**src/rtl/serial_code_lock.sv**
```systemverilog
// serial_code_lock: parametrised serial combination lock with
// failure counting, timed lockout and in-place code reprogramming.
module serial_code_lock #(
    parameter int unsigned          CODE_LEN       = 4,
    parameter logic [CODE_LEN-1:0]  DEFAULT_CODE   = 4'b1011,
    parameter int unsigned          MAX_FAILS      = 3,
    parameter int unsigned          LOCKOUT_CYCLES = 16
) (
    input  logic                               clock_i,
    input  logic                               reset_ni,
    input  logic                               digitValid_i,
    input  logic                               nextDigit_i,
    input  logic                               program_i,
    input  logic                               clear_i,
    output logic                               accept_o,
    output logic                               open_o,
    output logic                               locked_o,
    output logic                               progDone_o,
    output logic [$clog2(CODE_LEN+1)-1:0]      position_o,
    output logic [$clog2(MAX_FAILS+1)-1:0]     failCount_o
);

    localparam int unsigned PW = $clog2(CODE_LEN + 1);
    localparam int unsigned FW = $clog2(MAX_FAILS + 1);
    localparam int unsigned LW =
        (LOCKOUT_CYCLES > 1) ? $clog2(LOCKOUT_CYCLES) : 1;

    typedef enum logic [1:0] {
        ST_ENTER   = 2'd0,
        ST_OPEN    = 2'd1,
        ST_PROGRAM = 2'd2,
        ST_LOCKOUT = 2'd3
    } state_e;

    state_e                state_q, state_d;
    logic [CODE_LEN-1:0]   code_q, code_d;
    // Only CODE_LEN-1 digits need holding; the last one arrives live.
    logic [CODE_LEN-2:0]   entry_q, entry_d;
    logic [PW-1:0]         pos_q, pos_d;
    logic [FW-1:0]         fail_q, fail_d;
    logic [LW-1:0]         cnt_q, cnt_d;
    logic                  accept_q, accept_d;
    logic                  open_q, open_d;
    logic                  locked_q, locked_d;
    logic                  pdone_q, pdone_d;

    logic [CODE_LEN-1:0]   word;
    logic                  last_digit;
    logic                  last_fail;

    assign word       = {entry_q, nextDigit_i};
    assign last_digit = (pos_q == PW'(CODE_LEN - 1));
    assign last_fail  = (fail_q >= FW'(MAX_FAILS - 1));

    // State and datapath registers, all cleared by the async reset.
    always_ff @(posedge clock_i or negedge reset_ni) begin
        if (!reset_ni) begin
            state_q  <= ST_ENTER;
            code_q   <= DEFAULT_CODE;
            entry_q  <= '0;
            pos_q    <= '0;
            fail_q   <= '0;
            cnt_q    <= '0;
            accept_q <= 1'b0;
            open_q   <= 1'b0;
            locked_q <= 1'b0;
            pdone_q  <= 1'b0;
        end else begin
            state_q  <= state_d;
            code_q   <= code_d;
            entry_q  <= entry_d;
            pos_q    <= pos_d;
            fail_q   <= fail_d;
            cnt_q    <= cnt_d;
            accept_q <= accept_d;
            open_q   <= open_d;
            locked_q <= locked_d;
            pdone_q  <= pdone_d;
        end
    end

    // Next-state logic; status outputs are derived from the next state
    // so they leave the register bank together with it.
    always_comb begin
        state_d  = state_q;
        code_d   = code_q;
        entry_d  = entry_q;
        pos_d    = pos_q;
        fail_d   = fail_q;
        cnt_d    = cnt_q;
        accept_d = 1'b0;
        pdone_d  = 1'b0;

        unique case (state_q)
            ST_ENTER: begin
                if (clear_i) begin
                    pos_d   = '0;
                    entry_d = '0;
                end else if (digitValid_i) begin
                    entry_d = word[CODE_LEN-2:0];
                    if (last_digit) begin
                        pos_d = '0;
                        if (word == code_q) begin
                            state_d  = ST_OPEN;
                            accept_d = 1'b1;
                            fail_d   = '0;
                        end else if (!last_fail) begin
                            fail_d = fail_q + FW'(1);
                        end else begin
                            state_d = ST_LOCKOUT;
                            cnt_d   = LW'(LOCKOUT_CYCLES - 1);
                            fail_d  = FW'(MAX_FAILS);
                        end
                    end else begin
                        pos_d = pos_q + PW'(1);
                    end
                end
            end

            ST_OPEN: begin
                if (digitValid_i) begin
                    if (program_i) begin
                        state_d = ST_PROGRAM;
                        entry_d = word[CODE_LEN-2:0];
                        pos_d   = PW'(1);
                    end else begin
                        state_d = ST_ENTER;
                        pos_d   = '0;
                    end
                end
            end

            ST_PROGRAM: begin
                if (clear_i) begin
                    state_d = ST_OPEN;
                    pos_d   = '0;
                end else if (digitValid_i) begin
                    entry_d = word[CODE_LEN-2:0];
                    if (last_digit) begin
                        code_d  = word;
                        pdone_d = 1'b1;
                        state_d = ST_ENTER;
                        pos_d   = '0;
                    end else begin
                        pos_d = pos_q + PW'(1);
                    end
                end
            end

            ST_LOCKOUT: begin
                pos_d = '0;
                if (cnt_q == '0) begin
                    state_d = ST_ENTER;
                    fail_d  = '0;
                end else begin
                    cnt_d = cnt_q - LW'(1);
                end
            end

            default: begin
                state_d = ST_ENTER;
            end
        endcase

        open_d   = (state_d == ST_OPEN) || (state_d == ST_PROGRAM);
        locked_d = (state_d == ST_LOCKOUT);
    end

    assign accept_o    = accept_q;
    assign open_o      = open_q;
    assign locked_o    = locked_q;
    assign progDone_o  = pdone_q;
    assign position_o  = pos_q;
    assign failCount_o = fail_q;

endmodule

```
**config.mk**
```make
export PLATFORM = sky130hd
export DESIGN_NAME = serial_code_lock
export DESIGN_NICKNAME = d
export VERILOG_FILES = /design/src/rtl/serial_code_lock.sv
export SDC_FILE = /design/constraint.sdc
export NUM_CORES = 1
export LEC_CHECK = 0
export CORE_ASPECT_RATIO = 1.25
export CORE_MARGIN = 5
export CORE_UTILIZATION = 55
export CTS_CLUSTER_DIAMETER = 120
export CTS_CLUSTER_SIZE = 10
export DETAILED_ROUTE_END_ITERATION = 10
export PLACE_DENSITY = 0.86
export SLEW_MARGIN = 20
export SYNTH_ARGS = -nofsm -noshare
export SYNTH_HDL_FRONTEND = slang
export SYNTH_SLANG_ARGS = --single-unit
```
**constraint.sdc**
```tcl
create_clock -name clock_i -period 2.05 [get_ports clock_i]
set_clock_uncertainty 0.05 [all_clocks]
set_input_delay 0.615 -clock clock_i [delete_from_list [all_inputs] [get_ports clock_i]]
set_output_delay 0.615 -clock clock_i [all_outputs]
set_load 0.1 [all_outputs]
```
==> run_results.csv <==
group,metric,value,unit
critical_path,r2r_slack,0.09,ns
timing,fmax,502,MHz
drt,drtPass1Iterations,4,
critical_path,crit_path_top_delay_cell,"clkdlybuf4s50_1",
grt,grtUsageTotal,0.200,
min_path,min_path_type,"reg2reg",
drt,postRouteWirelength,3160,um
pwr,finalPower,2430,uW
clock_tree,clk_pin_slew_worst_paths,0.13,ns
logic_synthesis,ys_ff_latch,22,
floorplan,die_h,64.4,um
clock_tree,cts_sinks,22,
grt,antenna_found_initial,0,
logic_synthesis,synth_fp_nets,137,
critical_path,worstSetupStartpoint,"nextDigit_i",
logic_synthesis,synth_top_family_by_area,"compound AO/OA/AOI/OAI gates",
grt,grt_pass1_vias,1188,
grt,grt_start_max_net_pins,23,
logic_synthesis,synthSimpleGateAreaFrac,0.179,
placement,place.port_buffers,14,
run_status,outcome,"completed",
placement,pre_cts_slack,-0.405,ns
critical_path,path_class,"in2reg",
pwr,power_leakage,0.000836,uW
clock_tree,holdBufCountCts,0,
floorplan,ios,15,
layout,n_fill_cell,151,
logic_synthesis,synth-edff-count,0,
pwr,peakVddDrop,1370,uV
timing,slew_violations,0,
floorplan,start_util,0.583,
timing,fin_crit_sh,0.973,
placement,place.gp.congestion,1.02,
layout,area_growth,35.9,%
critical_path,crit_family,"simple AND/OR/NAND/NOR gates",
logic_synthesis,ys_warn_count,0,
timing,maxSlewHeadroom,0.582,
drt,viasPerCell,5.99,
drt,drt_iter0_drc,11,
logic_synthesis,synthAdderAreaFrac,0.0768,
logic_synthesis,synth_xor_xnor_area_share,0.0269,
placement,placedCellCount,180,
critical_path,arrival,2.14,ns
drt,routedLengthMet1,1170,um
layout,n_antenna_cell,0,
critical_path,crit_path_max_fanout,5,
logic_synthesis,yosys-top-cells-area,"dfrtp_1 37%, ha_1 7.7%, dfstp_2 6.1%, mux2_2 5.2%, nor2_1 2.9%",
logic_synthesis,yosysTopAreaCell,"dfrtp_1",
drt,dr.max_layer_used,"met4",
drt,met3WireLength,121,um
drt,ant_nets,0,
floorplan,die-area,0.00345,mm2
floorplan,dieWidth,53.5,um
drt,wl_per_cell,17.2,um
clock_tree,clkLatencyLatePin,0.31,ns
logic_synthesis,synth_top_area_share,0.365,
logic_synthesis,ys.flop_type,"dfrtp_1",
drt,met2WireLength,1730,um
logic_synthesis,muxShareOfSynthArea,0.0519,
clock_tree,cts-htree-levels,1,
logic_synthesis,avgSynthCellArea,10.6,um2
critical_path,cp_num_buf_inv,1,
critical_path,slowest_delay,0.43,ns
logic_synthesis,syn_inst,123,
floorplan,rows,19,
logic_synthesis,ys_types,48,
clock_tree,cts_root_buf,"clkbuf_4",
critical_path,cp.required,2.19,ns
timing,setup_viol,0,
layout,design_area,0.00177,mm2
drt,vias,1102,
layout,fin_cells,184,
timing,whs,0.518,ns
logic_synthesis,synthArstFlopShare,1.00,
grt,grt_first_pass_wirelength,5180,um
logic_synthesis,synth_compound_area_frac,0.203,
timing,post-route-min-period,1.99,ns
logic_synthesis,syn_area,0.00130,mm2
grt,globalRoute.totalOverflow,0,
floorplan,coreArea,0.00223,mm2
critical_path,start_kind,"input port",
clock_tree,cts_tree,"done",
timing,setup_ws,0.0560,ns
layout,drive_above_1_share,0.353,
critical_path,crit_chain,"clkdlybuf4s50_1 -> xor2_1 -> nor4_4 -> nor2b_1 -> a21oi_1 -> ha_1",
min_path,hp-start,"code_q[2]",
timing,finalHoldViolCount,0,
layout,nNetsFinal,168,
placement,place_area,0.00167,mm2
job,cap_violations,0,
clock_tree,cts_setup_buffers,0,
placement,dp_hpwl,2270,um
clock_tree,clock_path_buffers,2,
clock_tree,numCtsBuffers,3,
drt,drc,0,
pwr,p_per_area,1370,mW/mm2
logic_synthesis,ys_seq_area_frac,0.426,
timing,worst_pin_slew,0.618,ns
critical_path,worstSetupEndpointType,"register",
critical_path,r2r_start,"position_o[0]",
==> cells by family (layout without fill, tap and decap cells) <==
group | Yosys count | after routing
XOR/XNOR | 4 | 4
AO/OA/AOI/OAI | 35 | 35
AND/OR/NAND/NOR | 37 | 37
buffers and inverters | 11 | 41
adder cells (fa/ha/maj) | 8 | 8
flip-flops | 22 | 22
multiplexers | 6 | 6
==> per-stage QoR <==
step / TNS [ns] / util
floorplan: 0 / -
global placement: -2.47 / 0.747
detailed placement: -3.04 / 0.747
CTS: 0 / 0.778
global route: -0.0167 / 0.792
finish: 0 / 0.792
==> worst register-to-register path, delay by kind of cell, from the launching register on <==
family          cells  cell delay, ns
compound gates      2            0.28
flops               1            0.53
fa+ha+maj           2            0.56
simple gates        2            0.45
==> placed cells by master (no fill, tap or decap), types with 4 or more instances in the layout <==
cell type  Yosys  routed
buf_4          0      13
mux2_2         6       6
a21oi_1        5       5
buf_12         0       9
nand2b_1       4       4
inv_1          9       9
nand2_1        6       6
nor2_1        10      10
ha_1           8       7
xor2_1         4       4
dfrtp_1       19      16
==> per-layer routing <==
metal | global-route usage | vias up
met5 | 0 | -
met4 | 0.105 | 0
met3 | 0.0321 | 14
met2 | 0.353 | 44
met1 | 0.221 | 533
li1 | - | 511
==> power by group <==
| group | internal (uW) | switching [uW] | leakage (uW) | total [uW] |
|---|---|---|---|---|
| Sequential | 551 | 131 | 0.000264 | 682 |
| Clock | 198 | 137 | 0.0000279 | 335 |
| Combinational | 585 | 830 | 0.000544 | 1420 |
| Total | 1330 | 1100 | 0.000836 | 2430 |
==> sequential cells by signal, indices dropped and copies added (netlist names) <==
name	cells
code_q	4
state_q	2
progDone_o	1
locked_o	1
entry_q	3
open_o	1
failCount_o	2
cnt_q	4
position_o	3
accept_o	1
==> synth_stat cells (2+ instances only) <==
library cell  number
inv_1              9
ha_1               8
o21ai_0            3
a21o_1             3
dfrtp_1           19
a32oi_1            2
o21a_1             2
o41ai_1            2
mux2_2             6
nand2_1            6
dfstp_2            3
xor2_1             4
a22o_1             3
nor2b_1            3
nor2_1            10
nand2b_1           4
a21oi_1            5
==> repair_timing <==
item	4_1_cts	5_1_grt
resized for setup	4	8
pin swaps	3	4
endpoints found under the setup margin	2	3
==> worst paths after layout <==
kind / to / depth (start not counted)
worst max-delay path: open_o / 6
worst min-delay path: code_q[2] / 1
worst max register to register: open_o / 6
worst min register to register: code_q[2] / 1
max in group asynchronous: code_q[0] / 2
min in group asynchronous: state_q[0] / 2
==> final cells by class <==
cell class                 count  area, um2  area share
clock buffer                   3       22.5      0.0127
clock inverter                 1       30.0      0.0170
inverter                       9       33.8      0.0191
multi-input combinational     90        738       0.417
sequential                    22        563       0.318
tap                           31       38.8      0.0219
timing repair buffer          28        344       0.194
Note: power is estimated with default switching activity, not from simulation.
